## config.mk

```make
export PLATFORM = sky130hd
export DESIGN_NAME = sdram_arbiter_flat
export DESIGN_NICKNAME = d
export VERILOG_FILES = /design/src/rtl/sdram_arb_pkg.sv /design/src/rtl/sdram_bus.sv /design/src/rtl/sdram_arb_slot.sv /design/src/rtl/sdram_arbiter.sv /design/src/flat_wrapper.sv
export SDC_FILE = /design/constraint.sdc
export NUM_CORES = 1
export LEC_CHECK = 0
export ABC_AREA = 1
export CAP_MARGIN = 30
export CORE_MARGIN = 2
export CORE_UTILIZATION = 54
export DETAILED_ROUTE_END_ITERATION = 6
export PLACE_DENSITY = 0.95
export SETUP_SLACK_MARGIN = 0.2
export SLEW_MARGIN = 5
export SYNTH_ARGS = -nofsm -noshare
export SYNTH_HDL_FRONTEND = slang
export SYNTH_SLANG_ARGS = --single-unit
```

## constraint.sdc

```tcl
create_clock -name clk -period 22 [get_ports clk]
set_input_delay 4.4 -clock clk [delete_from_list [all_inputs] [get_ports clk]]
set_output_delay 4.4 -clock clk [all_outputs]
set_load 0.005 [all_outputs]
```

## src/rtl/sdram_arb_pkg.sv

```systemverilog
// Shared types and defaults for the SDRAM port arbiter.
package sdram_arb_pkg;

  // Widest word address a capture slot can hold; ports narrower than this
  // are zero-extended inside the slot.
  localparam int ARB_ADDR_MAX = 22;

  // Default number of WAIT cycles before an access is abandoned.
  localparam int ARB_TIMEOUT  = 63;

  // Width of the timeout counter.
  localparam int ARB_CNT_BITS = 8;

  typedef enum logic [1:0] {
    IDLE,
    ISSUE,
    WAIT
  } arb_state_t;

  // One captured request, as latched from a requester pulse.
  typedef struct packed {
    logic                    we;
    logic [ARB_ADDR_MAX-1:0] address;
    logic [15:0]             data_write;
    logic [1:0]              wm;
  } slot_t;

endpackage

```

## src/rtl/sdram_bus.sv

```systemverilog
// Single-access SDRAM controller handshake: one-cycle req, one-cycle ack.
interface sdram_bus #(
  parameter int ADDR_BITS = 22
);
  logic                 req;
  logic                 we;
  logic [ADDR_BITS-1:0] address;
  logic [15:0]          data_write;
  logic [1:0]           wm;
  logic                 ack;
  logic [15:0]          data_read;

  modport controller (
    output req, we, address, data_write, wm,
    input  ack, data_read
  );

  modport memory (
    input  req, we, address, data_write, wm,
    output ack, data_read
  );
endinterface

```

## src/rtl/sdram_arb_slot.sv

```systemverilog
// Per-requester capture slot: holds the latest request until the
// scheduler grants it, and flags requests that overwrite unserved work.
module sdram_arb_slot
  import sdram_arb_pkg::*;
#(
  parameter int ADDR_BITS = 22  // must not exceed ARB_ADDR_MAX
) (
  input  logic                 clk,
  input  logic                 rst,
  input  logic                 req,
  input  logic                 we,
  input  logic [ADDR_BITS-1:0] address,
  input  logic [15:0]          data_write,
  input  logic [1:0]           wm,
  input  logic                 grant,    // scheduler took this slot this cycle
  input  logic                 busy,     // this port's access is on the bus
  output logic                 pending,
  output logic                 overrun,
  output slot_t                slot
);

  logic  pending_q, pending_d;
  logic  overrun_q, overrun_d;
  slot_t slot_q, slot_d;

  // Capture on req (latest wins); grant clears pending unless a new req lands.
  always_comb begin
    pending_d = pending_q;
    overrun_d = overrun_q;
    slot_d    = slot_q;
    if (grant) begin
      pending_d = 1'b0;
    end
    if (req) begin
      pending_d = 1'b1;
      if (pending_q || busy) begin
        overrun_d = 1'b1;
      end
      slot_d.we                         = we;
      slot_d.address                    = '0;
      slot_d.address[ADDR_BITS-1:0]     = address;
      slot_d.data_write                 = data_write;
      slot_d.wm                         = wm;
    end
  end

  // Slot registers.
  always_ff @(posedge clk or posedge rst) begin
    if (rst) begin
      pending_q <= 1'b0;
      overrun_q <= 1'b0;
      slot_q    <= '0;
    end else begin
      pending_q <= pending_d;
      overrun_q <= overrun_d;
      slot_q    <= slot_d;
    end
  end

  assign pending = pending_q;
  assign overrun = overrun_q;
  assign slot    = slot_q;

endmodule

```

## src/rtl/sdram_arbiter.sv

```systemverilog
// Fixed-priority arbiter sharing one SDRAM controller port among several
// pulse-driven requesters; one access in flight, with a WAIT timeout.
module sdram_arbiter
  import sdram_arb_pkg::*;
#(
  parameter int NUM_PORTS = 3,
  parameter int ADDR_BITS = 22,
  parameter int TIMEOUT   = ARB_TIMEOUT
) (
  input  logic                                 clk,
  input  logic                                 rst,
  sdram_bus.controller                         ram,
  input  logic [NUM_PORTS-1:0]                 req,
  input  logic [NUM_PORTS-1:0]                 we,
  input  logic [NUM_PORTS-1:0][ADDR_BITS-1:0]  address,
  input  logic [NUM_PORTS-1:0][15:0]           data_write,
  input  logic [NUM_PORTS-1:0][1:0]            wm,
  output logic [NUM_PORTS-1:0]                 ack,
  output logic [15:0]                          data_read,
  output logic [NUM_PORTS-1:0]                 overrun,
  output logic                                 timeout_err
);

  localparam int GW = (NUM_PORTS > 1) ? $clog2(NUM_PORTS) : 1;
  // Abort is decided on the last WAIT cycle so the ack lands TIMEOUT+1
  // cycles after the ISSUE cycle.
  localparam logic [ARB_CNT_BITS-1:0] CNT_LAST = ARB_CNT_BITS'(TIMEOUT - 1);

  arb_state_t                  state_q, state_d;
  logic [GW-1:0]               gnt_q, gnt_d;
  logic [ARB_CNT_BITS-1:0]     cnt_q, cnt_d;
  logic                        ram_req_q, ram_req_d;
  logic                        ram_we_q, ram_we_d;
  logic [ADDR_BITS-1:0]        ram_address_q, ram_address_d;
  logic [15:0]                 ram_data_write_q, ram_data_write_d;
  logic [1:0]                  ram_wm_q, ram_wm_d;
  logic [NUM_PORTS-1:0]        ack_q, ack_d;
  logic [15:0]                 data_read_q, data_read_d;
  logic                        timeout_err_q, timeout_err_d;

  logic [NUM_PORTS-1:0]        pending;
  logic [NUM_PORTS-1:0]        grant_stb;
  logic [NUM_PORTS-1:0]        busy;
  slot_t                       slot_v [NUM_PORTS];
  logic [GW-1:0]               sel;
  logic                        any_pending;

  generate
    for (genvar gi = 0; gi < NUM_PORTS; gi++) begin : g_slot
      assign busy[gi] = (state_q != IDLE) && (gnt_q == GW'(gi));
      sdram_arb_slot #(.ADDR_BITS(ADDR_BITS)) u_slot (
        .clk        (clk),
        .rst        (rst),
        .req        (req[gi]),
        .we         (we[gi]),
        .address    (address[gi]),
        .data_write (data_write[gi]),
        .wm         (wm[gi]),
        .grant      (grant_stb[gi]),
        .busy       (busy[gi]),
        .pending    (pending[gi]),
        .overrun    (overrun[gi]),
        .slot       (slot_v[gi])
      );
    end
  endgenerate

  // Priority encoder: lowest pending index wins.
  always_comb begin
    sel         = '0;
    any_pending = |pending;
    for (int i = NUM_PORTS - 1; i >= 0; i--) begin
      if (pending[i]) begin
        sel = GW'(i);
      end
    end
  end

  // Scheduler: grant, issue one req pulse, then wait for ack or timeout.
  always_comb begin
    state_d          = state_q;
    gnt_d            = gnt_q;
    cnt_d            = cnt_q;
    ram_req_d        = 1'b0;
    ram_we_d         = ram_we_q;
    ram_address_d    = ram_address_q;
    ram_data_write_d = ram_data_write_q;
    ram_wm_d         = ram_wm_q;
    ack_d            = '0;
    data_read_d      = data_read_q;
    timeout_err_d    = timeout_err_q;
    grant_stb        = '0;
    unique case (state_q)
      IDLE: begin
        if (any_pending) begin
          gnt_d            = sel;
          grant_stb[sel]   = 1'b1;
          ram_we_d         = slot_v[sel].we;
          ram_address_d    = slot_v[sel].address[ADDR_BITS-1:0];
          ram_data_write_d = slot_v[sel].data_write;
          ram_wm_d         = slot_v[sel].wm;
          ram_req_d        = 1'b1;
          state_d          = ISSUE;
        end
      end
      ISSUE: begin
        cnt_d   = '0;
        state_d = WAIT;
      end
      WAIT: begin
        if (ram.ack) begin
          if (!ram_we_q) begin
            data_read_d = ram.data_read;
          end
          ack_d[gnt_q] = 1'b1;
          state_d      = IDLE;
        end else if (cnt_q == CNT_LAST) begin
          ack_d[gnt_q]  = 1'b1;
          timeout_err_d = 1'b1;
          state_d       = IDLE;
        end else begin
          cnt_d = cnt_q + 1'b1;
        end
      end
      default: state_d = IDLE;
    endcase
  end

  // Scheduler and output registers.
  always_ff @(posedge clk or posedge rst) begin
    if (rst) begin
      state_q          <= IDLE;
      gnt_q            <= '0;
      cnt_q            <= '0;
      ram_req_q        <= 1'b0;
      ram_we_q         <= 1'b0;
      ram_address_q    <= '0;
      ram_data_write_q <= '0;
      ram_wm_q         <= '0;
      ack_q            <= '0;
      data_read_q      <= '0;
      timeout_err_q    <= 1'b0;
    end else begin
      state_q          <= state_d;
      gnt_q            <= gnt_d;
      cnt_q            <= cnt_d;
      ram_req_q        <= ram_req_d;
      ram_we_q         <= ram_we_d;
      ram_address_q    <= ram_address_d;
      ram_data_write_q <= ram_data_write_d;
      ram_wm_q         <= ram_wm_d;
      ack_q            <= ack_d;
      data_read_q      <= data_read_d;
      timeout_err_q    <= timeout_err_d;
    end
  end

  assign ram.req        = ram_req_q;
  assign ram.we         = ram_we_q;
  assign ram.address    = ram_address_q;
  assign ram.data_write = ram_data_write_q;
  assign ram.wm         = ram_wm_q;
  assign ack            = ack_q;
  assign data_read      = data_read_q;
  assign timeout_err    = timeout_err_q;

endmodule

```

## src/flat_wrapper.sv

```systemverilog
// flat-port wrapper written by rule: the top's interface ports become plain ports
module sdram_arbiter_flat import sdram_arb_pkg::*;
#(
  parameter int NUM_PORTS = 3,
  parameter int ADDR_BITS = 22,
  parameter int TIMEOUT   = ARB_TIMEOUT
)
  (clk, rst, req, we, address, data_write, wm, ack, data_read, overrun, timeout_err, ram_req, ram_we, ram_address, ram_data_write, ram_wm, ram_ack, ram_data_read);
  sdram_bus #(.ADDR_BITS(ADDR_BITS)) ram_i ();
  input  logic clk;
  input  logic rst;
  input  logic [NUM_PORTS-1:0] req;
  input  logic [NUM_PORTS-1:0] we;
  input  logic [NUM_PORTS-1:0][ADDR_BITS-1:0] address;
  input  logic [NUM_PORTS-1:0][15:0] data_write;
  input  logic [NUM_PORTS-1:0][1:0] wm;
  output logic [NUM_PORTS-1:0] ack;
  output logic [15:0] data_read;
  output logic [NUM_PORTS-1:0] overrun;
  output logic timeout_err;
  output wire logic [$bits(ram_i.req)-1:0] ram_req;
  output wire logic [$bits(ram_i.we)-1:0] ram_we;
  output wire logic [$bits(ram_i.address)-1:0] ram_address;
  output wire logic [$bits(ram_i.data_write)-1:0] ram_data_write;
  output wire logic [$bits(ram_i.wm)-1:0] ram_wm;
  input wire logic [$bits(ram_i.ack)-1:0] ram_ack;
  input wire logic [$bits(ram_i.data_read)-1:0] ram_data_read;
  assign ram_req = ram_i.req;
  assign ram_we = ram_i.we;
  assign ram_address = ram_i.address;
  assign ram_data_write = ram_i.data_write;
  assign ram_wm = ram_i.wm;
  assign ram_i.ack = ram_ack;
  assign ram_i.data_read = ram_data_read;
  sdram_arbiter #(.NUM_PORTS(NUM_PORTS), .ADDR_BITS(ADDR_BITS), .TIMEOUT(TIMEOUT)) u_core (.clk(clk), .rst(rst), .ram(ram_i), .req(req), .we(we), .address(address), .data_write(data_write), .wm(wm), .ack(ack), .data_read(data_read), .overrun(overrun), .timeout_err(timeout_err));
endmodule
```

## Word level (Yosys, flattened, before mapping)

Index checks and enable logic that the tools add are counted.
W data, S select, Z words.

| storage, ports and cells | value |
|---|---|
| bits in registers | 203 |
| input bits | 145 |
| output and inout bits | 65 |
| logic and storage cells | 101 |

| operators by class | value |
|---|---|
| add/subtract/negate cells | 1 |
| $lt $le $gt $ge | 5 |
| eq/ne operators | 9 |
| muxes and demuxes | 30 |
| bitwise gates (word level) | 3 |
| reduce and logical (&&, ||, !) cells | 24 |

Operator list:

| operator | number |
|---|---|
| $bmux W41 S2 | 1 |
| $mux W41 | 2 |
| $mux W8 | 2 |
| $pmux W8 S2 | 1 |
| $mux W3 | 5 |
| $mux W2 | 6 |
| $mux W1 | 10 |
| $reduce_and A2 Y1 | 5 |
| $reduce_bool A2 Y1 | 5 |
| $reduce_and A3 Y1 | 3 |
| $add A8 B1 Y8 const B | 1 |
| $eq A8 B6 Y1 const B | 1 |
| $lt A2 B3 Y1 const B | 2 |
| $pmux W2 S3 | 1 |
| $logic_and A1 B1 Y1 | 5 |
| $demux W1 S2 | 2 |
| $eq A2 B1 Y1 const B | 2 |
| $eq A2 B2 Y1 const B | 2 |
| $ge A2 B1 Y1 const B | 2 |
| $logic_not A2 Y1 | 2 |
| $ne A2 B2 Y1 const B | 2 |
| $ge A3 B3 Y1 const B | 1 |
| $logic_or A1 B1 Y1 | 3 |
| $ne A3 B2 Y1 const B | 1 |
| 4 further kinds | 5 |

## Longest topological paths before layout

Gate-level depths: netlist of run 1.

| logic depth | value |
|---|---|
| word-level depth | 11 |
| depth in mapped cells | 9 |
| gate-level depth less buffers | 9 |

## Hierarchy

Synthesis of run 1 repeated with hierarchy kept, for this count alone.

| unflattened totals | value |
|---|---|
| cells, all modules | 1,046 |
| area, all modules | 8,968.6 um2 |

By module, submodules not included:

| module | times used | cells each | area each (um2) | seq. area each (um2) |
|---|---|---|---|---|
| sdram_arb_slot | 3 | 182 | 1,692.9 | 1,076.0 |
| sdram_arbiter | 1 | 500 | 3,890.0 | 1,851.8 |

## Worst setup path before layout of run 1

No wires, ideal clock.

| path | value |
|---|---|
| path kind | input to register |
| start point | input ram_ack |
| end point | register u_core.data_read_q[0], in the netlist u_core.data_read[0] |
| setup time | 0.117 ns |
| arrival | 5.200 ns |
| path slack | 16.683 ns |
| cell stages on the path | 6 |
| buffers on the path | 1 |
| cells stage by stage | inv_1 -> nor2_1 -> nand2_1 -> buf_2 -> nand2_1 -> nand2_1 |

| on the way | value |
|---|---|
| longest elaborated chain between the ends | 1 |

Ends and longest elaborated chain:

| what | line | source |
|---|---|---|
| start: declaration | flat_wrapper.sv:26 | `input wire logic [$bits(ram_i.ack)-1:0] ram_ack;` |
| $reduce_and A3 Y1 (no line) | n/a |  |
| end signal: assignment | sdram_arbiter.sv:153 | `data_read_q <= data_read_d;` |
| end: declaration | sdram_arbiter.sv:38 | `logic [15:0] data_read_q, data_read_d;` |

Every way passes these cells.
A chain may end at the register's enable or synchronous reset.

==> results.json, run 1 <==
{
  "layout-drive-gt1-share_pct": 4.46,
  "yosys_warnings": 0,
  "ios": 210,
  "vias": 8225,
  "yosysTopAreaCell": "dfrtp_1",
  "syn_avg_cell_area_um2": 7.80,
  "yosysMostFrequentCell": "nand2_1",
  "ys_ff_latch": 203,
  "clk_path_buf_depth": 3,
  "ys.flop_type": "dfrtp_1",
  "root_buffer": "clkbuf_16",
  "min_path_type": "reg2reg",
  "max_freq_ghz": 0.168,
  "async_flop_share_pct": 100,
  "fin_ws_ns": 16.05,
  "syn_area_um2": 8750,
  "register_area_um2": 5080,
  "final.period_utilization_pct": 27.0,
  "grt_usage_pct": 29.7,
  "hpwl_um": 16500,
  "floorplan.initialDensity_pct": 55.1,
  "p_leak_uw": 0.00598,
  "crit_required_ns": 22.38,
  "drc_errors": 0,
  "htreeDepth": 1,
  "cts_tree": "built",
  "synthToLayoutAreaGrowth_pct": 33.8,
  "wirelength_um": 25700,
  "layout.nets": 1456,
  "diodes": 0,
  "cts_made_buffers": 22,
  "rsz0062_at_grt": "false",
  "fin_area_um2": 11700,
  "hold_depth": 1,
  "ir_drop_mv": 0.0935,
  "period_needed_ns": 5.95,
  "core_region_area_um2": 15900,
  "dp.cells": 1501,
  "synth_edf_count": 0,
  "max_slew_margin_pct": 34.0,
  "syn_nets": 1270,
  "synthTopCellsByCount": "nand2_1 (593), dfrtp_1 (203), nor2_1 (136), nand3_1 (86), clkbuf_1 (42)",
  "grt_max_degree": 119,
  "drtPass1Iterations": 6,
  "cts-hold-fix-buffers": 0,
  "post_cts_resized": 0,
  "status": "finished, final reports clean",
  "fillers": 1141,
  "port_buffers": 209,
  "drtAntennaViolNets": 0,
  "antenna_found_initial": 0,
  "crit_fanout": 43,
  "place.gp.congestion": 0.845,
  "place_area_um2": 11000,
  "grt_pass1_wl_um": 41100,
  "synth.distinct_cells": 20,
  "crit_path_end_kind": "flip-flop",
  "worstSetupPathType": "in2reg",
  "worst_setup_path_start_kind": "input pin",
  "tns_ns": 0,
  "rows": 46,
  "finalMaxSlewViolations": 0,
  "grt.overflow.total": 0,
  "die-height_um": 131,
  "drt-initial-drc-count": 695,
  "powerDensity_nw_per_um2": 109,
  "whs_ns": 0.458,
  "post_cts_buffers": 0,
  "wl_per_cell_um": 16.7,
  "yosysSeqAreaShare_pct": 58.0,
  "fin_skew_ns": 0.00895,
  "instances_no_fill": 1539,
  "syn-instance-count": 1123,
  "grt_pass1_vias": 8376,
  "fp.dieW_um": 131,
  "clk_latency_ns": 0.50,
  "routed_via_density": 5.34,
  "multi_input_area_um2": 3330,
  "synth.area.top_cells": "dfrtp_1 (58%), nand2_1 (25%), nor2_1 (5.8%)",
  "finalHoldViolations": 0,
  "path_clk_slew_ns": 0.06,
  "worst_ep_arrival_time_ns": 6.33,
  "cts_sinks": 203,
  "worstRegToRegCells": 7,
  "tightest_slew_ns": 0.987,
  "yosysTopAreaCellShare_pct": 58.0,
  "maxCapViolations": 0,
  "dieArea_um2": 17200,
  "place_ws_ns": 15.53,
  "setup_viol": 0
}
## cell usage in the layout, fill, tap and decap left out, types with 2 or more instances in the layout
cell             count
clkbuf_16           23
a21o_1               4
nand3_2              2
clkbuf_1             4
clkbuf_8             7
clkinvlp_4           2
inv_1               16
o21ai_0              8
inv_2                2
buf_2                3
nand3_1             85
ha_1                 2
nor2_1             135
buf_16               2
nand2_1            592
clkinv_1             5
clkdlybuf4s50_1    206
dfrtp_1            203
buf_4               10
clkinv_2             2
## worst max-delay path: stages
cell      delay (ns)
buf_2           0.59
clkinv_1        0.76
buf_16          0.39
nand2_1         0.11
nand2_1         0.06
## state kept, by name (all words and copies together) (netlist names), 3 cells and up
signal and cells:
u_core.ack 3, u_core.g_slot.u_slot.slot 123, u_core.data_read 16, u_core.ram.address 22, u_core.g_slot.u_slot.pending 3, u_core.ram.data_write 16
u_core.g_slot.u_slot.overrun 3, u_core.cnt_q 8
## worst paths after layout
check	startpoint	to	slack, ns
setup reg to reg	u_core.g_slot[2].u_slot.pending	u_core.ram.address[12]	19.53
hold reg to reg	u_core.g_slot[2].u_slot.overrun	u_core.g_slot[2].u_slot.overrun	0.46
setup / recovery	req[1]	u_core.g_slot[1].u_slot.slot[9]	16.05
max in group asynchronous	rst	u_core.g_slot[2].u_slot.slot[11]	16.37
min in group asynchronous	rst	u_core.g_slot[2].u_slot.slot[29]	4.44
hold / removal	u_core.g_slot[2].u_slot.overrun	u_core.g_slot[2].u_slot.overrun	0.46
## cells by family after synthesis
group | synth area share, %
buffers and inverters | 4.09
xor gates and xnor gates | 0.100
DFF | 58.0
and+or+nand+nor | 36.6
adders and majority gates | 0.286
AOI/OAI and AO/OA | 0.857
## layer usage
layer / global-route usage [%] / wire length, um
met1: 36.0 / 9870
met2: 52.4 / 13100
met3: 6.02 / 2010
met4: 11.5 / 790
met5: 0 / 0
## cell type report
| type | instances | area share, % |
|---|---|---|
| flip-flops and latches | 203 | 43.4 |
| clock inverters | 4 | 0.214 |
| clock buffers | 34 | 5.86 |
| inverters | 24 | 0.833 |
| multi-input cells | 836 | 28.4 |
| well taps | 216 | 2.31 |
| repair buffers | 222 | 19.0 |
## report_power, final
part	internal (uW)	total [uW]	switching, uW
registers	455	505	50.4
logic	191	413	222
clock network	214	359	145
## per-stage QoR
step	power (uW)	utilization, %
2_1_floorplan	713	-
3_3_place_gp	894	68.8
3_5_place_dp	917	69.3
4_1_cts	1280	73.7
5_1_grt	1340	73.7
6_report	1280	73.7
No activity file was read; power rests on OpenSTA's default activity.
==> run 2, diff against run 1 <==
- CORE_UTILIZATION: 54 -> 50
- PLACE_DENSITY: 0.95 -> 0.91
- clock period: 22 -> 5.9 ns (I/O delays scaled with it)
==> run 2 against run 1 <==
- clock skew increased by 0.0044 ns
- design area decreased by 0.73%
- routed wire length decreased by 3.2%
- utilization decreased by 6.3 points
- via count decreased by 2.2%
- critical path depth decreased by 4
- count of clock-buffer cells in the layout decreased by 1
- register-to-register slack got worse by 16 ns
- non-clock buffer count decreased by 4
- worst hold slack improved by 0.0052 ns
- largest cell class unchanged
==> results.json, run 2 (synthesis results as in run 1) <==
{
  "rows": 48,
  "cts_made_buffers": 22,
  "ir_drop_mv": 0.241,
  "cts_sinks": 203,
  "largest_register_ffs": 123,
  "fillers": 1392,
  "hpwl_um": 15400,
  "p_leak_uw": 0.00595,
  "layout-drive-gt1-share_pct": 4.40,
  "max_stage_delay_ns": 0.54,
  "slowest_stage": "clkdlybuf4s50_1",
  "fin_skew_ns": 0.0133,
  "cts-hold-fix-buffers": 0,
  "worst_ep_arrival_time_ns": 1.46,
  "drc_errors": 0,
  "grt_pass1_wl_um": 39800,
  "path_clk_slew_ns": 0.06,
  "antenna_found_initial": 1,
  "drtPass1Iterations": 6,
  "wirelength_um": 24900,
  "period_needed_ns": 2.64,
  "worst_setup_path_start_kind": "flip-flop",
  "grt_usage_pct": 27.3,
  "root_buffer": "clkbuf_16",
  "htreeDepth": 1,
  "drt-initial-drc-count": 720,
  "grt_max_degree": 204,
  "grt.overflow.total": 0,
  "crit_path_end_kind": "output port",
  "fp.dieW_um": 136,
  "worstSetupPathType": "reg2out",
  "ios": 210,
  "path_buf_inv": 1,
  "dieArea_um2": 18600,
  "clk_latency_ns": 0.49,
  "critPathTopFamily": "buffers and inverters",
  "worstPathCellList": "clkdlybuf4s50_1",
  "whs_ns": 0.463,
  "dp.cells": 1505,
  "finalMaxSlewViolations": 0,
  "port_buffers": 209,
  "crit_required_ns": 4.72,
  "die-height_um": 136,
  "status": "finished, final reports clean",
  "post_cts_buffers": 0,
  "diodes": 0,
  "layout.nets": 1452,
  "instances_no_fill": 1543,
  "setup_viol": 0,
  "wl_per_cell_um": 16.1,
  "final.period_utilization_pct": 44.7,
  "post_cts_resized": 0,
  "rsz0062_at_grt": "false",
  "max_freq_ghz": 0.379,
  "tns_ns": 0,
  "maxCapViolations": 0,
  "grt_pass1_vias": 7947,
  "final_common_cell": "nand2_1",
  "synthToLayoutAreaGrowth_pct": 32.8,
  "min_path_type": "reg2reg",
  "vias": 8048,
  "crit_fanout": 3,
  "utilization_pct": 67.5,
  "clk_path_buf_depth": 3,
  "finalHoldViolations": 0,
  "max_slew_margin_pct": 21.8,
  "place.gp.congestion": 0.830,
  "powerDensity_nw_per_um2": 406,
  "cts_tree": "built",
  "drtAntennaViolNets": 0,
  "tightest_slew_ns": 1.17,
  "core_region_area_um2": 17200,
  "mostFrequentLayoutCells": "nand2_1 (592), clkdlybuf4s50_1 (206), dfrtp_1 (203)",
  "floorplan.initialDensity_pct": 50.8,
  "routed_via_density": 5.22
}
[run 2: changes by cell type in the layout (fill, tap and decap cells not counted)]
cell	change
clkbuf_8	-2
buf_16	-2
clkbuf_1	+1
inv_8	-1
buf_4	-2
clkinv_1	-5
inv_6	+1
inv_2	+5
[run 2: power by group]
group          switching (uW)  internal (uW)
registers                 186           1700
clock network             543            773
logic                     813            709
[run 2: final cells by class]
class | instances | area (um2) | area share (%)
Clock inverter | 4 | 26.3 | 0.226
Timing Repair Buffer | 218 | 2160 | 18.5
Sequential cell | 203 | 5080 | 43.7
Multi-Input combinational cell | 836 | 3330 | 28.6
Tap cell | 225 | 282 | 2.42
Clock buffer | 33 | 663 | 5.70
Inverter | 24 | 93.8 | 0.807
[run 2: layer usage]
metal	wire length (um)	share of wire (%)	global-route usage, %
met4	622	2.5	9.09
met3	2100	8.4	4.74
met5	13	0.052	0
met2	12000	48	46.0
met1	10200	41	35.9
[run 2: path summary, 6_finish.rpt]
| check | startpoint | endpoint | slack [ns] | cells past startpoint |
|---|---|---|---|---|
| worst max-delay path | u_core.ram.we | ram_we | 3.26 | 1 |
| worst min-delay path | u_core.timeout_err | u_core.timeout_err | 0.46 | 1 |
| worst max register to register | u_core.g_slot[1].u_slot.pending | u_core.ram.data_write[13] | 3.69 | 7 |
| worst min register to register | u_core.timeout_err | u_core.timeout_err | 0.46 | 1 |
| max in group asynchronous | rst | u_core.g_slot[2].u_slot.slot[7] | 3.72 | 3 |
| min in group asynchronous | rst | u_core.ram.address[11] | 1.26 | 3 |
[run 2: through the flow]
step                      power, uW  cell area (um2)  setup WS [ns]
after floorplan                2660             8760           2.09
after global placement         3350            10900           2.70
after detailed placement       3420            10900           2.42
after CTS                      4750            11600           2.93
after global routing           5000            11600           3.20
final                          4720            11600           3.26
